--- src/rtl/core_uart_apb.sv ---
// rtl/core_uart_apb.sv - APB slave UART with single TX/RX holding registers
//
// Purpose: 16x-oversampled UART with a zero-wait-state APB register
// interface, a 13-bit baud divisor with optional eighth-step fraction,
// 7/8 data bits, optional even/odd parity and one stop bit. Configuration
// comes from registers (FIXEDMODE=0) or from parameters (FIXEDMODE=1).
//
// Ports:
//   PCLK, PRESETN          clock, asynchronous active-low reset
//   PSEL PENABLE PWRITE    APB control
//   PADDR[4:0] PWDATA[7:0] APB address / write data
//   PRDATA[7:0]            APB read data (combinational)
//   PREADY, PSLVERR        tied 1 / 0
//   TX, RX                 serial line out / in
//   TXRDY RXRDY PARITY_ERR FRAMING_ERR OVERFLOW  status outputs
module core_uart_apb #(
  parameter int FAMILY            = 0,
  parameter int TX_FIFO           = 0,
  parameter int RX_FIFO           = 0,
  parameter int FIXEDMODE         = 0,
  parameter int BAUD_VALUE        = 1,
  parameter int PRG_BIT8          = 1,
  parameter int PRG_PARITY        = 0,
  parameter int RX_LEGACY_MODE    = 0,
  parameter int BAUD_VAL_FRCTN    = 0,
  parameter int BAUD_VAL_FRCTN_EN = 0
) (
  input  logic       PCLK,
  input  logic       PRESETN,
  input  logic       PSEL,
  input  logic       PENABLE,
  input  logic       PWRITE,
  input  logic [4:0] PADDR,
  input  logic [7:0] PWDATA,
  output logic [7:0] PRDATA,
  output logic       PREADY,
  output logic       PSLVERR,
  output logic       TX,
  input  logic       RX,
  output logic       TXRDY,
  output logic       RXRDY,
  output logic       PARITY_ERR,
  output logic       FRAMING_ERR,
  output logic       OVERFLOW
);

  localparam logic        P_FIXED    = (FIXEDMODE != 0);
  localparam logic [12:0] P_BAUD     = BAUD_VALUE[12:0];
  localparam logic        P_BIT8     = (PRG_BIT8 != 0);
  localparam logic        P_PAR_EN   = (PRG_PARITY == 1) || (PRG_PARITY == 2);
  localparam logic        P_ODD      = (PRG_PARITY == 2);
  localparam logic [2:0]  P_FRCTN    = BAUD_VAL_FRCTN[2:0];
  localparam logic        P_FRCTN_EN = (BAUD_VAL_FRCTN_EN != 0);
  localparam logic        P_LEGACY   = (RX_LEGACY_MODE != 0);

  // FIFO depth and family tag have no functional effect.
  logic w_unused;
  assign w_unused = (^PADDR[1:0]) ^ (FAMILY != 0) ^ (TX_FIFO != 0) ^ (RX_FIFO != 0);

  assign PREADY  = 1'b1;
  assign PSLVERR = 1'b0;

  logic       w_wr;
  logic       w_rd_rx;
  assign w_wr    = PSEL & PENABLE & PWRITE;
  assign w_rd_rx = PSEL & PENABLE & ~PWRITE & (PADDR[4:2] == 3'd1);

  // ---------------- control registers ----------------
  logic [7:0] r_ctrl1;
  logic [7:0] r_ctrl2;
  logic [2:0] r_ctrl3;

  always_ff @(posedge PCLK or negedge PRESETN) begin
    if (!PRESETN) begin
      r_ctrl1 <= 8'h00;
      r_ctrl2 <= 8'h00;
      r_ctrl3 <= 3'd0;
    end else if (w_wr && !P_FIXED) begin
      case (PADDR[4:2])
        3'd2:    r_ctrl1 <= PWDATA;
        3'd3:    r_ctrl2 <= PWDATA;
        3'd5:    r_ctrl3 <= PWDATA[2:0];
        default: ;
      endcase
    end
  end

  logic [12:0] w_baud;
  logic        w_bit8;
  logic        w_par_en;
  logic        w_odd;
  logic [2:0]  w_frctn;
  logic [2:0]  w_last_idx;
  assign w_baud     = P_FIXED ? P_BAUD   : {r_ctrl2[7:3], r_ctrl1};
  assign w_bit8     = P_FIXED ? P_BIT8   : r_ctrl2[0];
  assign w_par_en   = P_FIXED ? P_PAR_EN : r_ctrl2[1];
  assign w_odd      = P_FIXED ? P_ODD    : r_ctrl2[2];
  assign w_frctn    = P_FIXED ? P_FRCTN  : r_ctrl3;
  assign w_last_idx = w_bit8 ? 3'd7 : 3'd6;

  // ---------------- status / receive data ----------------
  logic       r_txrdy;
  logic       r_rxrdy;
  logic       r_perr;
  logic       r_ovf;
  logic       r_ferr;
  logic [7:0] r_rx_data;

  always_comb begin
    PRDATA = 8'h00;
    if (PSEL && !PWRITE) begin
      case (PADDR[4:2])
        3'd1:    PRDATA = r_rx_data;
        3'd2:    PRDATA = w_baud[7:0];
        3'd3:    PRDATA = {w_baud[12:8], w_odd, w_par_en, w_bit8};
        3'd4:    PRDATA = {3'b000, r_ferr, r_ovf, r_perr, r_rxrdy, r_txrdy};
        3'd5:    PRDATA = {5'b00000, w_frctn};
        default: PRDATA = 8'h00;
      endcase
    end
  end

  // ---------------- baud generator ----------------
  // The first w_frctn ticks of every group of eight get one extra PCLK.
  logic [12:0] r_baud_cnt;
  logic [2:0]  r_frac_cnt;
  logic        r_stretch;
  logic        w_stretch_due;
  logic        w_tick;
  assign w_stretch_due = P_FRCTN_EN && (r_frac_cnt < w_frctn) && !r_stretch;
  assign w_tick        = (r_baud_cnt == 13'd0) && !w_stretch_due;

  always_ff @(posedge PCLK or negedge PRESETN) begin
    if (!PRESETN) begin
      r_baud_cnt <= 13'd0;
      r_frac_cnt <= 3'd0;
      r_stretch  <= 1'b0;
    end else if (r_baud_cnt != 13'd0) begin
      r_baud_cnt <= r_baud_cnt - 13'd1;
    end else if (w_stretch_due) begin
      r_stretch <= 1'b1;
    end else begin
      r_baud_cnt <= w_baud;
      r_stretch  <= 1'b0;
      r_frac_cnt <= r_frac_cnt + 3'd1;
    end
  end

  // ---------------- transmitter ----------------
  typedef enum logic [2:0] {T_IDLE, T_START, T_DATA, T_PAR, T_STOP} tx_state_t;
  tx_state_t  r_tx_state;
  logic [7:0] r_tx_hold;
  logic       r_tx_pend;
  logic [7:0] r_tx_shift;
  logic [2:0] r_tx_idx;
  logic [3:0] r_tx_tcnt;
  logic       r_tx_par;
  logic       r_tx;
  logic       w_tx_wr;
  assign w_tx_wr = w_wr && (PADDR[4:2] == 3'd0) && r_txrdy;

  always_ff @(posedge PCLK or negedge PRESETN) begin
    if (!PRESETN) begin
      r_tx_state <= T_IDLE;
      r_tx_hold  <= 8'h00;
      r_tx_pend  <= 1'b0;
      r_tx_shift <= 8'h00;
      r_tx_idx   <= 3'd0;
      r_tx_tcnt  <= 4'd0;
      r_tx_par   <= 1'b0;
      r_tx       <= 1'b1;
      r_txrdy    <= 1'b1;
    end else begin
      if (w_tx_wr) begin
        r_tx_hold <= PWDATA;
        r_tx_pend <= 1'b1;
        r_txrdy   <= 1'b0;
      end
      case (r_tx_state)
        T_IDLE: begin
          // Frames start on a tick so every bit lasts exactly 16 ticks.
          if (r_tx_pend && w_tick) begin
            r_tx_pend  <= 1'b0;
            r_tx_shift <= r_tx_hold;
            r_tx_par   <= (^{w_bit8 & r_tx_hold[7], r_tx_hold[6:0]}) ^ w_odd;
            r_tx       <= 1'b0;
            r_tx_tcnt  <= 4'd0;
            r_tx_state <= T_START;
          end
        end
        default: begin
          if (w_tick) begin
            if (r_tx_tcnt != 4'd15) begin
              r_tx_tcnt <= r_tx_tcnt + 4'd1;
            end else begin
              r_tx_tcnt <= 4'd0;
              case (r_tx_state)
                T_START: begin
                  r_tx       <= r_tx_shift[0];
                  r_tx_idx   <= 3'd0;
                  r_tx_state <= T_DATA;
                end
                T_DATA: begin
                  if (r_tx_idx == w_last_idx) begin
                    r_tx       <= w_par_en ? r_tx_par : 1'b1;
                    r_tx_state <= w_par_en ? T_PAR : T_STOP;
                  end else begin
                    r_tx_idx   <= r_tx_idx + 3'd1;
                    r_tx_shift <= {1'b0, r_tx_shift[7:1]};
                    r_tx       <= r_tx_shift[1];
                  end
                end
                T_PAR: begin
                  r_tx       <= 1'b1;
                  r_tx_state <= T_STOP;
                end
                T_STOP: begin
                  r_tx_state <= T_IDLE;
                  r_txrdy    <= 1'b1;
                end
                default: begin
                  r_tx       <= 1'b1;
                  r_tx_state <= T_IDLE;
                end
              endcase
            end
          end
        end
      endcase
    end
  end

  // ---------------- receiver ----------------
  typedef enum logic [2:0] {R_IDLE, R_START, R_DATA, R_PAR, R_STOP, R_HOLD, R_WAIT1} rx_state_t;
  rx_state_t  r_rx_state;
  logic       r_rx_s1;
  logic       r_rx_s2;
  logic       r_rx_prev;
  logic [7:0] r_rx_shift;
  logic [2:0] r_rx_idx;
  logic [3:0] r_rx_tcnt;
  logic       r_rx_acc;
  logic       r_rx_perr_pend;
  logic       r_rx_ferr_pend;

  logic       w_rx_fall;
  logic       w_rx_mid;
  logic       w_rx_done;
  logic       w_rx_ferr;
  logic [7:0] w_rx_byte;
  assign w_rx_fall = r_rx_prev & ~r_rx_s2;
  assign w_rx_mid  = w_tick && (r_rx_tcnt == 4'd15);
  assign w_rx_done = ((r_rx_state == R_STOP) && w_rx_mid && !P_LEGACY) ||
                     ((r_rx_state == R_HOLD) && w_tick && (r_rx_tcnt == 4'd7));
  assign w_rx_ferr = (r_rx_state == R_STOP) ? ~r_rx_s2 : r_rx_ferr_pend;
  // In 7-bit mode the first bit has only been shifted down to bit 1.
  assign w_rx_byte = w_bit8 ? r_rx_shift : {1'b0, r_rx_shift[7:1]};

  always_ff @(posedge PCLK or negedge PRESETN) begin
    if (!PRESETN) begin
      r_rx_s1        <= 1'b1;
      r_rx_s2        <= 1'b1;
      r_rx_prev      <= 1'b1;
      r_rx_state     <= R_IDLE;
      r_rx_shift     <= 8'h00;
      r_rx_idx       <= 3'd0;
      r_rx_tcnt      <= 4'd0;
      r_rx_acc       <= 1'b0;
      r_rx_perr_pend <= 1'b0;
      r_rx_ferr_pend <= 1'b0;
    end else begin
      r_rx_s1   <= RX;
      r_rx_s2   <= r_rx_s1;
      r_rx_prev <= r_rx_s2;
      case (r_rx_state)
        R_IDLE: begin
          if (w_rx_fall) begin
            r_rx_tcnt  <= 4'd0;
            r_rx_state <= R_START;
          end
        end
        R_START: begin
          if (w_tick) begin
            if (r_rx_tcnt == 4'd7) begin
              // Line back high at the start-bit midpoint is a glitch.
              if (!r_rx_s2) begin
                r_rx_tcnt      <= 4'd0;
                r_rx_idx       <= 3'd0;
                r_rx_acc       <= 1'b0;
                r_rx_perr_pend <= 1'b0;
                r_rx_ferr_pend <= 1'b0;
                r_rx_state     <= R_DATA;
              end else begin
                r_rx_state <= R_IDLE;
              end
            end else begin
              r_rx_tcnt <= r_rx_tcnt + 4'd1;
            end
          end
        end
        R_DATA: begin
          if (w_tick) begin
            if (w_rx_mid) begin
              r_rx_tcnt  <= 4'd0;
              r_rx_shift <= {r_rx_s2, r_rx_shift[7:1]};
              r_rx_acc   <= r_rx_acc ^ r_rx_s2;
              if (r_rx_idx == w_last_idx) begin
                r_rx_state <= w_par_en ? R_PAR : R_STOP;
              end else begin
                r_rx_idx <= r_rx_idx + 3'd1;
              end
            end else begin
              r_rx_tcnt <= r_rx_tcnt + 4'd1;
            end
          end
        end
        R_PAR: begin
          if (w_tick) begin
            if (w_rx_mid) begin
              r_rx_tcnt      <= 4'd0;
              r_rx_perr_pend <= r_rx_acc ^ r_rx_s2 ^ w_odd;
              r_rx_state     <= R_STOP;
            end else begin
              r_rx_tcnt <= r_rx_tcnt + 4'd1;
            end
          end
        end
        R_STOP: begin
          if (w_tick) begin
            if (w_rx_mid) begin
              r_rx_tcnt      <= 4'd0;
              r_rx_ferr_pend <= ~r_rx_s2;
              if (P_LEGACY)     r_rx_state <= R_HOLD;
              else if (r_rx_s2) r_rx_state <= R_IDLE;
              else              r_rx_state <= R_WAIT1;
            end else begin
              r_rx_tcnt <= r_rx_tcnt + 4'd1;
            end
          end
        end
        R_HOLD: begin
          if (w_tick) begin
            if (r_rx_tcnt == 4'd7) begin
              r_rx_state <= r_rx_ferr_pend ? R_WAIT1 : R_IDLE;
            end else begin
              r_rx_tcnt <= r_rx_tcnt + 4'd1;
            end
          end
        end
        R_WAIT1: begin
          if (r_rx_s2) r_rx_state <= R_IDLE;
        end
        default: r_rx_state <= R_IDLE;
      endcase
    end
  end

  // A completing byte wins over a same-cycle RXDATA read.
  always_ff @(posedge PCLK or negedge PRESETN) begin
    if (!PRESETN) begin
      r_rxrdy   <= 1'b0;
      r_perr    <= 1'b0;
      r_ovf     <= 1'b0;
      r_ferr    <= 1'b0;
      r_rx_data <= 8'h00;
    end else if (w_rx_done) begin
      if (r_rxrdy) begin
        r_ovf <= 1'b1;
      end else begin
        r_rx_data <= w_rx_byte;
        r_rxrdy   <= 1'b1;
        r_perr    <= r_rx_perr_pend;
        r_ferr    <= w_rx_ferr;
      end
    end else if (w_rd_rx) begin
      r_rxrdy <= 1'b0;
      r_perr  <= 1'b0;
      r_ovf   <= 1'b0;
      r_ferr  <= 1'b0;
    end
  end

  assign TX          = r_tx;
  assign TXRDY       = r_txrdy;
  assign RXRDY       = r_rxrdy;
  assign PARITY_ERR  = r_perr;
  assign FRAMING_ERR = r_ferr;
  assign OVERFLOW    = r_ovf;

endmodule

--- config.mk ---
export PLATFORM = sky130hd
export DESIGN_NAME = core_uart_apb
export DESIGN_NICKNAME = d
export VERILOG_FILES = /design/src/rtl/core_uart_apb.sv
export SDC_FILE = /design/constraint.sdc
export NUM_CORES = 1
export LEC_CHECK = 0
export BUFFER_PORTS_ARGS = -buffer_cell sky130_fd_sc_hd__buf_2
export CAP_MARGIN = 20
export CORE_UTILIZATION = 55
export CTS_CLUSTER_DIAMETER = 150
export CTS_CLUSTER_SIZE = 20
export DETAILED_ROUTE_END_ITERATION = 6
export PLACE_DENSITY_LB_ADDON = 0.25
export SYNTH_ARGS = -nofsm -noshare
export SYNTH_HDL_FRONTEND = slang
export SYNTH_SLANG_ARGS = --single-unit
--- constraint.sdc ---
create_clock -name PCLK -period 6.9 [get_ports PCLK]
set_input_delay 1.38 -clock PCLK [delete_from_list [all_inputs] [get_ports PCLK]]
set_output_delay 1.38 -clock PCLK [all_outputs]
set_load 0.01 [all_outputs]
Word level (Yosys, flattened, before mapping)
Index checks and enable logic that the tools add are counted.

$add $sub $neg: 5. Shift operators: 0. $mul: 0. Muxes and demuxes: 93. Reductions and logical operators: 44. Equal/unequal tests: 46. Div/mod/pow operators: 0. Bitwise logic cells: 14. Magnitude comparators: 0.

Operators with widths (number): 2-to-1 mux 3 bit (28); 2-to-1 mux 8 bit (8); 2-to-1 mux 4 bit (12); inequality test 2 bit, second input constant (20); case mux 8 bit (5 select lines) (1); 2-to-1 mux 1 bit (33); case mux 3 bit (7 select lines) (1); == test 3 x 2 -> 1 bit, second input constant (6); == test 3 bit, second input constant (6); AND reduction 6 bit (3); case mux 4 bit (4 select lines) (1); AND reduction 2 bit (8); AND reduction 7 bit (2); nonzero test 2 bit (7); zero test 13 bit (1); 2-to-1 mux 13 bit (1); AND reduction 13 bit (1); nonzero test 13 bit (1); subtractor 13 x 1 -> 13 bit, second input constant (1); case mux 3 bit (2 select lines) (2); AND reduction 5 bit (2); == test 3 x 1 -> 1 bit, second input constant (3); zero test 3 bit (3); case mux 3 bit (3 select lines) (1); 23 further kinds (50).

Memory bits (read-only): 0. Register bits after elaboration: 98. Output and inout port bits: 16. Memory bits (writable): 0. Memories: 0. Latch bits: 0.

Logic depth before layout (Yosys ltp)
Depth in word-level cells: 9. Depth in mapped cells: 10.

Worst setup path before layout
No wires, ideal clock.

Path type: input to output. From: input PADDR[4]. To: output PRDATA[5]. Data arrival time: 2772 ps. Slack: 2748 ps. Path buffers: 1. Stages on the path: 5. Cells stage by stage: clkbuf_1 > nor2b_1 > o21ai_0 > or2_2 > nor2_1.

Longest elaborated chain between the ends: 3. Elaborated cells on any way between the ends: 7.

RTL lines: from (decl) (line 33) `input logic [4:0] PADDR,`; == test 3 bit, or another cell as far along (line 112) `case (PADDR[4:2])`; case mux 8 bit (5 select lines) (*) (line 112); 2-to-1 mux 8 bit (*) (line 111) `if (PSEL && !PWRITE) begin`; to (decl) (line 35) `output logic [7:0] PRDATA,`.

Mark *: on every way between the ends. The rest lies on a longest branch, timed or not.

Final worst setup path
From: input PADDR[4]. To: output PRDATA[6].

Same word-level chain as after synthesis.

==> impl_metrics.csv <==
group,metric,value,unit
sta,fmax,226,MHz
cts,cts_buffer_depth,2,
worst_setup_path,path_common_cell,"buf_2",
drt,drtIter0Drc,248,
cts,clk_latency,0.36,ns
worst_setup_path,cp_slowest_cell,"or2_2",
synth,ys_types,63,
sta,final_hold_viol_count,0,
cts,cts.repair.resized,0,
floorplan,die_width,98.6,um
synth,ys_seq_area_share,48.0,%
flow_run,maxCapViolCount,0,
cts,post_cts_buffers,0,
cts,clk_pin_slew,0.10,ns
cts,tritoncts.num_buffers,9,
synth,synth_cells,507,
floorplan,ioPinCount,35,
worst_setup_path,worstSetupPathType,"in -> out",
floorplan,rows,34,
sta,min_period,4.42,ns
sta,maxSlewHeadroom,40.7,%
global_route,first_global_vias,3752,
worst_setup_path,crit_path_max_incr_delay,0.43,ns
sta,drv_slew,0,
synth,avgSynthCellArea,10.1,um^2
drt,vias_per_cell,6.03,
floorplan,dieArea,9710,um^2
sta,period_share,64.1,%
hold_path,hp-class,"reg -> reg",
cells_and_area,design_area,5550,um^2
synth,syn_area,5130,um^2
sta,grt_setup_unrepaired,"no",
global_route,grt_max_degree,81,
drt,routedWlPerCell,16.9,um
worst_setup_path,cp_num_buf_inv,2,
worst_setup_path,cp.required,5.52,ns
worst_setup_path,end_kind,"output pin",
sta,setup_ws,2.48,ns
global_route,antenna_found_initial,0,
placed_design,port_buffers,30,
worst_setup_path,start_kind,"input pin",
floorplan,core_area,8890,um^2
cts,cts_tree,"built",
placed_design,placed_area,5310,um^2
cells_and_area,n_antenna_cell,0,
synth,syn_nets,531,
drt,wl,10800,um
cells_and_area,utilization,62.4,%
sta,setup-tns-final,0,ns
synth,synthArstFlopShare,100,%
placed_design,place_congestion,0.847,
synth,synth_top_area_share,45.4,%
worst_setup_path,cp_max_fo,9,
global_route,track_usage,23.9,%
cts,htreeDepth,3,
synth,synth-seq-cells,98,
power,ir_drop,131,uV
global_route,grt_pass1_wl,18200,um
outcome,status,"completed",
synth,ys.flop_type,"dfrtp_1",
placed_design,dp_slack,2.53,ns
sta,clock_skew,0.00875,ns
sta,tightest_slew,0.882,ns
synth,ys_warn_count,0,
cts,cts_root_buf,"clkbuf_8",
cells_and_area,area_growth,8.20,%
power,p_per_area,272,nW/um^2
drt,antenna_left,0,
floorplan,die_h,98.6,um
global_route,gr-total-overflow,0,
drt,drc_errors,0,
power,p_leak,2.43,nW
synth,yosysTopAreaCell,"dfrtp_1",
cts,hold_buffers,0,
worst_setup_path,cp.arrival,3.04,ns
cells_and_area,final_nets,551,
drt,drtPass1Iterations,6,
cells_and_area,final_layout_size_suffix_gt1_share,20.9,%
floorplan,initial_core_util,57.7,%
worst_setup_path,crit_family,"simple AND/OR/NAND/NOR gates",
cts,cts.sinks,98,
synth,synth-edff-count,0,
sta,setup_viol,0,
synth,synth_area_leaders,"dfrtp_1 45%, mux2_2 8.8%, mux2i_1 4.5%, o21ai_0 3.9%, nand2_1 3.7%",
drt,via_count,3858,
placed_design,hpwl,7830,um
worst_setup_path,crit_chain,"buf_2, nor2b_1, o21ai_0, or2_2, nor2_1, buf_2",
## final timing paths
| path | start | end | slack (ns) | cells after the start |
|---|---|---|---|---|
| max | PADDR[4] | PRDATA[6] | 2.48 | 6 |
| min | r_rx_s1 | r_rx_s2 | 0.36 | 0 |
| max reg2reg | r_baud_cnt[0] | r_rx_data[3] | 3.72 | 7 |
| min reg2reg | r_rx_s1 | r_rx_s2 | 0.36 | 0 |
| max in group asynchronous | PRESETN | TXRDY | 5.13 | 3 |
| min in group asynchronous | PRESETN | r_tx_hold[1] | 0.87 | 1 |
## where the power goes
| part | internal (W) | switching, W | total, W |
|---|---|---|---|
| Sequential | 0.000657 | 0.000110 | 0.000767 |
| Combinational | 0.000165 | 0.000194 | 0.000359 |
| Clock | 0.000173 | 0.000213 | 0.000385 |
## kinds of logic (layout without fill, tap and decap cells)
family / Yosys count / in the layout / synth area share, %
AOI/OAI and AO/OA: 112 / 112 / 13.9
other: 2 / 2 / 0.146
adders and majority gates: 5 / 5 / 1.22
DFF: 98 / 98 / 48.0
muxes: 63 / 63 / 13.3
xor gates and xnor gates: 21 / 21 / 3.59
buffers and inverters: 40 / 65 / 3.46
and+or+nand+nor: 166 / 166 / 16.5
## registers in the layout, indices dropped and copies added (netlist names), 3 cells and up
signal / count
r_rx_state: 3
r_ctrl1: 8
r_rx_shift: 8
r_tx_idx: 3
r_rx_idx: 3
r_rx_data: 8
r_tx_tcnt: 4
r_ctrl2: 8
r_rx_tcnt: 4
r_tx_state: 3
r_tx_shift: 8
r_tx_hold: 8
r_ctrl3: 3
r_baud_cnt: 13
## layout by cell type, fill, tap and decap left out, types with 5 or more instances in the layout
| master | instances |
|---|---|
| a21oi_1 | 18 |
| a22oi_1 | 7 |
| buf_2 | 29 |
| buf_4 | 5 |
| clkbuf_8 | 9 |
| dfrtp_1 | 93 |
| dfstp_2 | 5 |
| ha_1 | 5 |
| inv_1 | 14 |
| mux2_2 | 40 |
| mux2i_1 | 23 |
| nand2_1 | 51 |
| nand2b_1 | 6 |
| nand3_1 | 11 |
| nor2_1 | 42 |
| nor2b_1 | 8 |
| nor3_1 | 16 |
| o21ai_0 | 40 |
| o21ai_1 | 7 |
| or2_2 | 6 |
| xnor2_1 | 17 |
## routing by layer
| metal | share of wire [%] | GRT usage (%) | vias to the layer above |
|---|---|---|---|
| met3 | 5.1 | 3.97 | 14 |
| li1 | - | - | 1849 |
| met4 | 1.2 | 5.74 | 0 |
| met1 | 47 | 33.5 | 1887 |
| met5 | 0 | 0 | - |
| met2 | 47 | 39.1 | 108 |
## stage by stage
step | std cells | hold WS (ns) | power [W]
floorplan | 507 | 0.345 | 0.00103
global placement | 622 | 0.346 | 0.00111
detailed placement | 622 | 0.347 | 0.00113
CTS | 638 | 0.361 | 0.00151
global route | 640 | 0.371 | 0.00160
finish | 640 | 0.360 | 0.00151
## cell usage after synthesis (3+ instances only)
cell and instances:
o22a_1 3, a221oi_1 3, ha_1 5, xnor2_1 17, xor2_1 4, nor2b_1 8
a32o_1 3, o211ai_1 3, o22ai_1 4, a21oi_1 18, inv_1 14, buf_1 4
nor3_1 16, nor2_1 42, nand2b_1 6, a22oi_1 7, nand2_1 51, clkbuf_1 14
buf_2 4, dfrtp_1 93, mux2_2 40, o21ai_0 40, or2_2 6, nand3_1 11
mux2i_1 23, a211oi_1 4, o21ai_1 7, dfstp_2 5
## final cells by class
| type | instances | area, um^2 |
|---|---|---|
| tap | 108 | 135 |
| multi-input combinational | 369 | 2490 |
| timing repair buffer | 35 | 210 |
| clock inverter | 6 | 72.6 |
| fill | 737 | 3340 |
| sequential | 98 | 2460 |
| clock buffer | 10 | 128 |
| inverter | 14 | 52.6 |
Power figures use the tool's default switching activity.
